`config.mk`:
```
export PLATFORM = sky130hd
export DESIGN_NAME = csr_trap_unit_mw_flat
export DESIGN_NICKNAME = d
export VERILOG_FILES = /design/src/rtl/csr_trap_unit_mw_if.sv /design/src/rtl/csr_trap_unit_mw.sv /design/src/flat_wrapper.sv
export SDC_FILE = /design/constraint.sdc
export NUM_CORES = 1
export LEC_CHECK = 0
export ABC_AREA = 1
export CORE_MARGIN = 1.5
export CORE_UTILIZATION = 30
export DETAILED_ROUTE_END_ITERATION = 8
export PLACE_DENSITY_LB_ADDON = 0.25
export SLEW_MARGIN = 20
export SYNTH_ARGS = -nofsm -noshare
export SYNTH_HDL_FRONTEND = slang
export SYNTH_SLANG_ARGS = --single-unit
```
`constraint.sdc`:
```
create_clock -name clk -period 5.29 [get_ports clk]
set_input_delay 1.3225 -clock clk [delete_from_list [all_inputs] [get_ports clk]]
set_output_delay 1.3225 -clock clk [all_outputs]
set_load 0.02 [all_outputs]
```
`src/rtl/csr_trap_unit_mw_if.sv`:
```
// MW-stage control and redirect bundle between the pipeline and the CSR/trap unit.
// The pipeline side is the master; the CSR/trap unit is the slave.
interface csr_trap_unit_mw_if;
    logic        stall_mw;
    logic        valid_mw;
    logic        csr_reg_rd_mw;
    logic        csr_reg_wr_mw;
    logic        is_mret_mw;
    logic [2:0]  funct3_mw;
    logic [11:0] csr_addr_mw;
    logic [31:0] rs1_data_mw;
    logic [4:0]  zimm_mw;
    logic [31:0] next_pc_mw;
    logic        timer_irq;
    logic        ext_irq;
    logic [31:0] csr_rdata;
    logic        epc_taken;
    logic [31:0] epc_pc;

    modport master (
        output stall_mw, valid_mw, csr_reg_rd_mw, csr_reg_wr_mw, is_mret_mw,
               funct3_mw, csr_addr_mw, rs1_data_mw, zimm_mw, next_pc_mw,
               timer_irq, ext_irq,
        input  csr_rdata, epc_taken, epc_pc
    );

    modport slave (
        input  stall_mw, valid_mw, csr_reg_rd_mw, csr_reg_wr_mw, is_mret_mw,
               funct3_mw, csr_addr_mw, rs1_data_mw, zimm_mw, next_pc_mw,
               timer_irq, ext_irq,
        output csr_rdata, epc_taken, epc_pc
    );
endinterface

```
`src/rtl/csr_trap_unit_mw.sv`:
```
// Machine-mode CSR file and trap/interrupt sequencer for the MW stage.
// Executes Zicsr read-modify-writes, takes interrupts at commit and issues a one-cycle redirect.
module csr_trap_unit_mw #(
    parameter logic [31:0] MTVEC_RESET = 32'h0000_0000,
    parameter bit          VECTORED_EN = 1'b1
) (
    input  logic                 clk,
    input  logic                 rst,
    csr_trap_unit_mw_if.slave    bus
);
    localparam logic [11:0] ADDR_MSTATUS = 12'h300;
    localparam logic [11:0] ADDR_MIE     = 12'h304;
    localparam logic [11:0] ADDR_MTVEC   = 12'h305;
    localparam logic [11:0] ADDR_MEPC    = 12'h341;
    localparam logic [11:0] ADDR_MCAUSE  = 12'h342;
    localparam logic [11:0] ADDR_MIP     = 12'h344;

    logic        mstatus_mie_q, mstatus_mie_d;
    logic        mstatus_mpie_q, mstatus_mpie_d;
    logic        mie_mtie_q, mie_mtie_d;
    logic        mie_meie_q, mie_meie_d;
    logic        mip_mtip_q, mip_mtip_d;
    logic        mip_meip_q, mip_meip_d;
    logic [31:0] mtvec_q, mtvec_d;
    logic [31:0] mepc_q, mepc_d;
    logic [31:0] mcause_q, mcause_d;
    logic        epc_taken_q, epc_taken_d;
    logic [31:0] epc_pc_q, epc_pc_d;

    logic [31:0] old_val;
    logic [31:0] src_val;
    logic [31:0] wr_val;
    logic        wr_ok;
    logic        commit;
    logic        irq_pend;
    logic        ext_hit;
    logic        take_mret;
    logic        take_irq;
    logic        csr_wr_en;
    logic [4:0]  cause_code;
    logic [31:0] vec_base;
    logic [31:0] trap_target;

    always_comb begin
        old_val = '0;
        case (bus.csr_addr_mw)
            ADDR_MSTATUS: begin
                old_val[3] = mstatus_mie_q;
                old_val[7] = mstatus_mpie_q;
            end
            ADDR_MIE: begin
                old_val[7]  = mie_mtie_q;
                old_val[11] = mie_meie_q;
            end
            ADDR_MTVEC:  old_val = mtvec_q;
            ADDR_MEPC:   old_val = mepc_q;
            ADDR_MCAUSE: old_val = mcause_q;
            ADDR_MIP: begin
                old_val[7]  = mip_mtip_q;
                old_val[11] = mip_meip_q;
            end
            default:     old_val = '0;
        endcase
    end

    assign bus.csr_rdata = bus.csr_reg_rd_mw ? old_val : '0;

    // Set/clear forms with a zero source are pure reads and must not write.
    always_comb begin
        src_val = bus.funct3_mw[2] ? {27'b0, bus.zimm_mw} : bus.rs1_data_mw;
        wr_val  = src_val;
        wr_ok   = 1'b0;
        case (bus.funct3_mw[1:0])
            2'b01: begin wr_val = src_val;            wr_ok = 1'b1;     end
            2'b10: begin wr_val = old_val | src_val;  wr_ok = |src_val; end
            2'b11: begin wr_val = old_val & ~src_val; wr_ok = |src_val; end
            default: begin wr_val = src_val;          wr_ok = 1'b0;     end
        endcase
    end

    assign commit    = bus.valid_mw & ~bus.stall_mw & ~epc_taken_q;
    assign ext_hit   = mie_meie_q & mip_meip_q;
    assign irq_pend  = mstatus_mie_q & (ext_hit | (mie_mtie_q & mip_mtip_q));
    assign take_mret = commit & bus.is_mret_mw;
    assign take_irq  = commit & ~bus.is_mret_mw & irq_pend;
    assign csr_wr_en = commit & ~bus.is_mret_mw & bus.csr_reg_wr_mw & wr_ok;

    // The vector target uses the mtvec value in force before this commit's write.
    assign cause_code  = ext_hit ? 5'd11 : 5'd7;
    assign vec_base    = {mtvec_q[31:2], 2'b00};
    assign trap_target = (VECTORED_EN && (mtvec_q[1:0] == 2'b01))
                         ? vec_base + {25'b0, cause_code, 2'b00} : vec_base;

    always_comb begin
        mstatus_mie_d  = mstatus_mie_q;
        mstatus_mpie_d = mstatus_mpie_q;
        mie_mtie_d     = mie_mtie_q;
        mie_meie_d     = mie_meie_q;
        mtvec_d        = mtvec_q;
        mepc_d         = mepc_q;
        mcause_d       = mcause_q;
        mip_mtip_d     = bus.timer_irq;
        mip_meip_d     = bus.ext_irq;

        if (csr_wr_en) begin
            case (bus.csr_addr_mw)
                ADDR_MSTATUS: begin
                    mstatus_mie_d  = wr_val[3];
                    mstatus_mpie_d = wr_val[7];
                end
                ADDR_MIE: begin
                    mie_mtie_d = wr_val[7];
                    mie_meie_d = wr_val[11];
                end
                ADDR_MTVEC:  mtvec_d  = {wr_val[31:2], 1'b0, wr_val[0]};
                ADDR_MEPC:   mepc_d   = {wr_val[31:2], 2'b00};
                ADDR_MCAUSE: mcause_d = wr_val;
                default: ;
            endcase
        end

        // Trap and MRET state changes take precedence over the instruction's own write.
        if (take_mret) begin
            mstatus_mie_d  = mstatus_mpie_q;
            mstatus_mpie_d = 1'b1;
        end else if (take_irq) begin
            mstatus_mpie_d = mstatus_mie_q;
            mstatus_mie_d  = 1'b0;
            mepc_d         = {bus.next_pc_mw[31:2], 2'b00};
            mcause_d       = {1'b1, 26'b0, cause_code};
        end

        epc_taken_d = bus.stall_mw ? epc_taken_q : (take_mret | take_irq);
        if (take_mret) begin
            epc_pc_d = mepc_q;
        end else if (take_irq) begin
            epc_pc_d = trap_target;
        end else begin
            epc_pc_d = epc_pc_q;
        end
    end

    always_ff @(posedge clk) begin
        if (rst) begin
            mstatus_mie_q  <= 1'b0;
            mstatus_mpie_q <= 1'b0;
            mie_mtie_q     <= 1'b0;
            mie_meie_q     <= 1'b0;
            mip_mtip_q     <= 1'b0;
            mip_meip_q     <= 1'b0;
            mtvec_q        <= MTVEC_RESET;
            mepc_q         <= '0;
            mcause_q       <= '0;
            epc_taken_q    <= 1'b0;
            epc_pc_q       <= '0;
        end else begin
            mstatus_mie_q  <= mstatus_mie_d;
            mstatus_mpie_q <= mstatus_mpie_d;
            mie_mtie_q     <= mie_mtie_d;
            mie_meie_q     <= mie_meie_d;
            mip_mtip_q     <= mip_mtip_d;
            mip_meip_q     <= mip_meip_d;
            mtvec_q        <= mtvec_d;
            mepc_q         <= mepc_d;
            mcause_q       <= mcause_d;
            epc_taken_q    <= epc_taken_d;
            epc_pc_q       <= epc_pc_d;
        end
    end

    assign bus.epc_taken = epc_taken_q;
    assign bus.epc_pc    = epc_pc_q;
endmodule

```
`src/flat_wrapper.sv`:
```
// flat-port wrapper written by rule: the top's interface ports become plain ports
module csr_trap_unit_mw_flat 
#(
    parameter logic [31:0] MTVEC_RESET = 32'h0000_0000,
    parameter bit          VECTORED_EN = 1'b1
)
  (clk, rst, bus_stall_mw, bus_valid_mw, bus_csr_reg_rd_mw, bus_csr_reg_wr_mw, bus_is_mret_mw, bus_funct3_mw, bus_csr_addr_mw, bus_rs1_data_mw, bus_zimm_mw, bus_next_pc_mw, bus_timer_irq, bus_ext_irq, bus_csr_rdata, bus_epc_taken, bus_epc_pc);
  csr_trap_unit_mw_if bus_i ();
  input  logic clk;
  input  logic rst;
  input wire logic [$bits(bus_i.stall_mw)-1:0] bus_stall_mw;
  input wire logic [$bits(bus_i.valid_mw)-1:0] bus_valid_mw;
  input wire logic [$bits(bus_i.csr_reg_rd_mw)-1:0] bus_csr_reg_rd_mw;
  input wire logic [$bits(bus_i.csr_reg_wr_mw)-1:0] bus_csr_reg_wr_mw;
  input wire logic [$bits(bus_i.is_mret_mw)-1:0] bus_is_mret_mw;
  input wire logic [$bits(bus_i.funct3_mw)-1:0] bus_funct3_mw;
  input wire logic [$bits(bus_i.csr_addr_mw)-1:0] bus_csr_addr_mw;
  input wire logic [$bits(bus_i.rs1_data_mw)-1:0] bus_rs1_data_mw;
  input wire logic [$bits(bus_i.zimm_mw)-1:0] bus_zimm_mw;
  input wire logic [$bits(bus_i.next_pc_mw)-1:0] bus_next_pc_mw;
  input wire logic [$bits(bus_i.timer_irq)-1:0] bus_timer_irq;
  input wire logic [$bits(bus_i.ext_irq)-1:0] bus_ext_irq;
  output wire logic [$bits(bus_i.csr_rdata)-1:0] bus_csr_rdata;
  output wire logic [$bits(bus_i.epc_taken)-1:0] bus_epc_taken;
  output wire logic [$bits(bus_i.epc_pc)-1:0] bus_epc_pc;
  assign bus_i.stall_mw = bus_stall_mw;
  assign bus_i.valid_mw = bus_valid_mw;
  assign bus_i.csr_reg_rd_mw = bus_csr_reg_rd_mw;
  assign bus_i.csr_reg_wr_mw = bus_csr_reg_wr_mw;
  assign bus_i.is_mret_mw = bus_is_mret_mw;
  assign bus_i.funct3_mw = bus_funct3_mw;
  assign bus_i.csr_addr_mw = bus_csr_addr_mw;
  assign bus_i.rs1_data_mw = bus_rs1_data_mw;
  assign bus_i.zimm_mw = bus_zimm_mw;
  assign bus_i.next_pc_mw = bus_next_pc_mw;
  assign bus_i.timer_irq = bus_timer_irq;
  assign bus_i.ext_irq = bus_ext_irq;
  assign bus_csr_rdata = bus_i.csr_rdata;
  assign bus_epc_taken = bus_i.epc_taken;
  assign bus_epc_pc = bus_i.epc_pc;
  csr_trap_unit_mw #(.MTVEC_RESET(MTVEC_RESET), .VECTORED_EN(VECTORED_EN)) u_core (.clk(clk), .rst(rst), .bus(bus_i));
endmodule
```
==> out/qor.txt, run 1 <==
Rel. slew slack: 0.330
mux cell area share after synthesis: 0.00127
io pins: 158
Hold-fix buffers, CTS: 0
drt first pass iters: 6
CTS Buf Count: 17
Worst Tran Pin Value: 1000 ps
Post-synth EDFFs: 0
register area share after synthesis: 0.341
clk buf depth: 2
DRC violations left: 0
YS warnings: 0
Num Clock Sinks: 134
post-synth top area share: 0.341
Final setup viols: 0
Yosys top cell by area: dfxtp_1
Finished Layout Cells: 1789
area growth from synthesis to layout: 32.1%
GRT Overall Usage: 0.228
root buffer cell: clkbuf_16
Synth Instances: 1306
ys async rst share: 0
H-tree Lvls: 4
Max-Cap Viols: 0
Yosys reg bits: 134
Post-Synthesis Mean Instance Area: 6.03 um2
initial DRC count: 655
PD cells: 232 nW/um2
DPL Wire Length: 23000 um
Port Buf Inserts: 155
post-synth net total: 1402
synthesized area: 7880 um2
fmax: 197 MHz
RSZ-0062 raised after global routing: false
routed length on met2: 15000 um
NumNets Final: 1537
Final period util: 0.959
clock skew: 9.08 ps
Required @ worst endpoint: 3970 ps
initial antenna violation count: 0
per-cell routed wire length: 17.2 um
n_diodes: 0
adder-cell share of the synthesized area: 0.00476
compound-cell area share of the yosys netlist: 0.184
Worst R2R Setup Slack: 2520 ps
GRT overflow: 0
CTS tree: done
first-pass GRT wire length: 46100 um
antenna viol nets, final: 0
WS Path Type: primary input to primary output
Unique masters post-synth: 39
Vias/cell: 4.95
clock-pin slew on the worst setup and hold paths: 60 ps
Synth Area in XOR/XNOR: 0.00889
clk_lat worst skew: 430 ps
most instantiated cells after synthesis: 406 x nand2_1, 134 x dfxtp_1, 134 x nor2_1
largest family of logic cells by synthesized area: simple AND/OR/NAND/NOR gates
WL met3: 1730 um
Post-Route WL: 30700 um
die area: 27200 um2
count leader, synth: nand2_1
largest net degree at the start of global routing: 68
min cycle time layout: 5070 ps
WP data arrival: 3750 ps
met1 WL: 12700 um
Lkg Pwr: 4.46 nW
Final Hold Fails: 0
crit path max fanout: 19
top area cells in the synthesized netlist: dfxtp_1 34%, nand2_1 19%, a21oi_1 8.3%
setup TNS: 0 ps
critical path launch point type: primary input
Worst setup EP type: primary output
Primary FF master, synth: dfxtp_1
final slew viol count: 0
Simple-Gate Fraction of Synth Area: 0.352
DR top layer: met4
Initial Util: 0.304
share of cells above drive strength 1: 0.0530
Die H: 165 um
status: finished, final reports clean
Core Box Area: 25900 um2
number of global-route vias before repair: 8182
Peak VDD IR: 0.139 mV
die width: 165 um
Hold WC Path Type: flip-flop to flip-flop
overall power: 2.42 mW
Vias: 8855
placed cells: 1756
GPL Wtd Cong: 0.877
Rows: 59
==> layout make-up <==
cell class              instances  area, um2
fillers                      2801      15500
multi-input cells             973       4360
flip-flops and latches        134       2680
repair buffers                184       1860
inverters                     131        492
clock buffers                  19        443
well taps                     335        419
clock inverters                13        148
==> cell usage in the layout (no fill, tap or decap), types with 2 or more instances in the layout <==
cell,instances
a21oi_1,130
a31oi_1,11
buf_12,6
buf_4,22
bufinv_16,2
clkbuf_16,17
clkdlybuf4s50_1,155
clkinv_1,2
clkinv_2,2
clkinv_4,2
clkinvlp_4,3
dfxtp_1,134
ha_1,3
inv_1,124
inv_2,5
inv_6,3
nand2_1,406
nand2_2,2
nand3_1,94
nand4_1,13
nor2_1,130
nor2_2,6
nor3_1,19
nor3b_1,2
nor4_1,3
o211ai_1,2
o21a_1,2
o21ai_0,114
o21ai_1,13
o21bai_1,2
o31ai_1,2
or2_2,2
xnor2_1,3
xor2_1,5
==> metal layers <==
layer | up-vias | global-route usage
li1 | 4487 | -
met1 | 4022 | 0.271
met2 | 288 | 0.399
met3 | 58 | 0.0409
met4 | 0 | 0.0958
met5 | - | 0
==> worst max-delay path, stage by stage <==
cell,delay [ps]
clkdlybuf4s50_1,470
inv_1,80
nand2_1,60
nor3_1,290
nand2_1,180
inv_1,170
buf_12,180
nand2_1,70
nand3_1,180
nand2_1,70
inv_1,70
clkdlybuf4s50_1,600
==> through the flow <==
stage,hold slack [ps],instance area (um2),setup slack (ps),util
6_report,466,10400,217,0.402
5_1_grt,481,10400,80.3,0.402
4_1_cts,466,10400,195,0.400
3_5_place_dp,456,9780,213,0.378
3_3_place_gp,455,9780,180,0.378
2_1_floorplan,445,7880,1240,-
==> power by group <==
part | total [mW] | switching [mW] | internal, mW
clock | 1.20 | 0.488 | 0.713
combinational | 0.203 | 0.113 | 0.0901
sequential | 1.01 | 0.00197 | 1.01
total | 2.42 | 0.603 | 1.81
==> cell families (layout without fill, tap and decap cells) <==
family / count (synthesis) / count (layout)
and+or+nand+nor: 681 / 681
AOI/OAI and AO/OA: 280 / 280
buffers and inverters: 199 / 347
DFF: 134 / 134
xor gates and xnor gates: 8 / 8
adders and majority gates: 3 / 3
muxes: 1 / 1
==> state kept, by name, indices dropped and copies added (netlist names) <==
register,count
u_core.mtvec_q,31
u_core.mie_mtie_q,1
u_core.mepc_q,32
u_core.mstatus_mpie_q,1
u_core.bus.epc_pc,32
u_core.mie_meie_q,1
u_core.mstatus_mie_q,1
u_core.mip_mtip_q,1
u_core.mcause_q,32
u_core.mip_meip_q,1
u_core.bus.epc_taken,1
==> repair_timing <==
item	4_1_cts	5_1_grt
buffers inserted	0	0
endpoints found under the setup margin	0	4
gates resized for setup	0	1
==> worst paths after layout <==
path / from / end / cells past startpoint
setup / recovery: bus_csr_addr_mw[3] / bus_csr_rdata[25] / 12
hold / removal: u_core.bus.epc_pc[0] / u_core.bus.epc_pc[0] / 2
setup reg to reg: u_core.mie_meie_q / u_core.bus.epc_pc[31] / 11
hold reg to reg: u_core.bus.epc_pc[0] / u_core.bus.epc_pc[0] / 2
No activity file was read; power rests on OpenSTA's default activity.
==> inputs of run 2 (changes only) <==
--- a/config.mk
+++ b/config.mk
@@ -6,6 +6,8 @@
 export NUM_CORES = 1
 export LEC_CHECK = 0
 export ABC_AREA = 1
+export CELL_PAD_IN_SITES_DETAIL_PLACEMENT = 0
+export CELL_PAD_IN_SITES_GLOBAL_PLACEMENT = 1
 export CORE_MARGIN = 1.5
 export CORE_UTILIZATION = 30
 export DETAILED_ROUTE_END_ITERATION = 8
==> out/qor.txt, run 2 (synthesized netlist as in run 1, its figures left out) <==
Final period util: 0.955 (was 0.959)
GRT Overall Usage: 0.232 (was 0.228)
die width: 165 um (unchanged)
Fillers: 2833 (was 2801)
status: finished, final reports clean (unchanged)
WS Path Type: primary input to primary output (unchanged)
reg2reg path depth: 12 (was 11)
clk buf depth: 2 (unchanged)
final slew viol count: 0 (unchanged)
NumNets Final: 1535 (was 1537)
Port Buf Inserts: 155 (unchanged)
Largest stage delay, worst path: 610 ps (was 600 ps)
DRC violations left: 0 (unchanged)
setup TNS: 0 ps (unchanged)
Final setup viols: 0 (unchanged)
clock skew: 9.35 ps (was 9.08 ps)
Required @ worst endpoint: 3970 ps (about the same)
hold path cells: 2 (unchanged)
initial antenna violation count: 0 (unchanged)
CP Cell Sequence: clkdlybuf4s50_1 -> nor2_1 -> nand3_1 -> inv_1 -> nand2_1 -> inv_2 -> buf_12 -> nand2_1 -> nand3_1 -> nand2_1 -> inv_1 -> clkdlybuf4s50_1 (was clkdlybuf4s50_1 -> inv_1 -> nand2_1 -> nor3_1 -> nand2_1 -> inv_1 -> buf_12 -> nand2_1 -> nand3_1 -> nand2_1 -> inv_1 -> clkdlybuf4s50_1)
DPL Wire Length: 23800 um (was 23000 um)
most frequent cells in the layout: 406 x nand2_1, 155 x clkdlybuf4s50_1, 134 x dfxtp_1 (unchanged)
PD cells: 229 nW/um2 (was 232 nW/um2)
WP data arrival: 3730 ps (was 3750 ps)
area growth from synthesis to layout: 31.2% (was 32.1%)
Hold WC Path Type: flip-flop to flip-flop (unchanged)
io pins: 158 (unchanged)
largest net degree at the start of global routing: 68 (unchanged)
Hold-fix buffers, CTS: 0 (unchanged)
per-cell routed wire length: 17.5 um (was 17.2 um)
hold path start: u_core.bus.epc_pc[0] (unchanged)
share of cells above drive strength 1: 0.0517 (was 0.0530)
Num Clock Sinks: 134 (unchanged)
multi-input logic area: 4350 um2 (was 4360 um2)
clock-pin slew on the worst setup and hold paths: 60 ps (about the same)
n_diodes: 0 (unchanged)
Peak VDD IR: 0.177 mV (was 0.139 mV)
post-layout util: 0.399 (was 0.402)
GPL Wtd Cong: 0.897 (was 0.877)
Initial Util: 0.304 (unchanged)
Worst Tran Pin Value: 1050 ps (was 1000 ps)
Min-Delay Endpoint: u_core.bus.epc_pc[0] (unchanged)
first-pass GRT wire length: 46800 um (was 46100 um)
most frequent CP cell: nand2_1 (unchanged)
Core Box Area: 25900 um2 (unchanged)
Worst R2R Setup Slack: 2520 ps (about the same)
initial DRC count: 498 (was 655)
FF-to-FF End: u_core.bus.epc_pc[31] (unchanged)
most common cell after layout, fill and taps aside: nand2_1 (unchanged)
root buffer cell: clkbuf_16 (unchanged)
# Post-CTS Setup Buffers: 0 (unchanged)
Vias: 8808 (was 8855)
Die H: 165 um (unchanged)
CTS tree: done (unchanged)
Rel. slew slack: 0.302 (was 0.330)
H-tree Lvls: 4 (unchanged)
GRT overflow: 0 (unchanged)
Rows: 59 (unchanged)
Resized Gates After CTS: 0 (unchanged)
number of global-route vias before repair: 8277 (was 8182)
Lkg Pwr: 4.43 nW (was 4.46 nW)
drt first pass iters: 5 (was 6)
Post-Route WL: 31200 um (was 30700 um)
CTS Buf Count: 17 (unchanged)
critical path launch point type: primary input (unchanged)
placed cells: 1755 (was 1756)
Worst setup EP type: primary output (unchanged)
Vias/cell: 4.93 (was 4.95)
RSZ-0062 raised after global routing: false (unchanged)
die area: 27200 um2 (unchanged)
clk_lat worst skew: 430 ps (about the same)
fmax: 198 MHz (was 197 MHz)
register area: 2680 um2 (unchanged)
Reg2Reg Launch Point: u_core.mie_meie_q (unchanged)
Final Hold Fails: 0 (unchanged)
Finished Layout Cells: 1787 (was 1789)
Max-Cap Viols: 0 (unchanged)
crit path max fanout: 28 (was 19)
antenna viol nets, final: 0 (unchanged)
min cycle time layout: 5050 ps (was 5070 ps)
CP max-delay cell: clkdlybuf4s50_1 (unchanged)
[run 2: power by group]
group	switching (mW)	internal, mW	total, mW
logic	0.113	0.0906	0.203
registers	0.00202	1.01	1.01
clock network	0.511	0.637	1.15
total	0.626	1.74	2.36
[run 2: worst max path at each step]
stage | startpoint | to | slack (ps) | cells after the start
floorplan | bus_csr_addr_mw[11] | bus_csr_rdata[3] | 1240 | 8
global placement | bus_csr_addr_mw[3] | bus_csr_rdata[8] | 240 | 12
detailed placement | bus_csr_addr_mw[3] | bus_csr_rdata[0] | 230 | 12
CTS | bus_csr_addr_mw[3] | bus_csr_rdata[0] | 220 | 12
global route | bus_csr_addr_mw[3] | bus_csr_rdata[0] | 20 | 12
finish | bus_csr_addr_mw[3] | bus_csr_rdata[0] | 240 | 12
[run 2: routing by layer]
| layer | part of all wire | GRT usage | vias up |
|---|---|---|---|
| met2 | 0.53 | 0.445 | 191 |
| met4 | 0.024 | 0.0684 | 0 |
| met3 | 0.033 | 0.0342 | 40 |
| li1 | - | - | 4494 |
| met1 | 0.41 | 0.262 | 4083 |
| met5 | 0 | 0 | - |
[run 2: final cells by class]
class | instances | share of cell area
inverters | 131 | 0.0476
repair buffers | 182 | 0.177
clock buffers | 19 | 0.0438
well taps | 335 | 0.0406
flip-flops and latches | 134 | 0.260
multi-input cells | 973 | 0.421
clock inverters | 13 | 0.0108
[run 2: per-stage QoR]
| stage | total power, mW | area, um2 | worst slack (ps) | hold WS [ps] |
|---|---|---|---|---|
| 2_1_floorplan | 1.12 | 7880 | 1240 | 445 |
| 3_3_place_gp | 1.24 | 9770 | 243 | 454 |
| 3_5_place_dp | 1.24 | 9770 | 226 | 455 |
| 4_1_cts | 2.39 | 10300 | 216 | 465 |
| 5_1_grt | 2.45 | 10300 | 16.6 | 500 |
| 6_report | 2.36 | 10300 | 236 | 464 |
[run 2: worst max-delay path: cells and delay by family]
kind	cells	cell delay [ps]
simple gates	6	880
buf+inv	6	1510
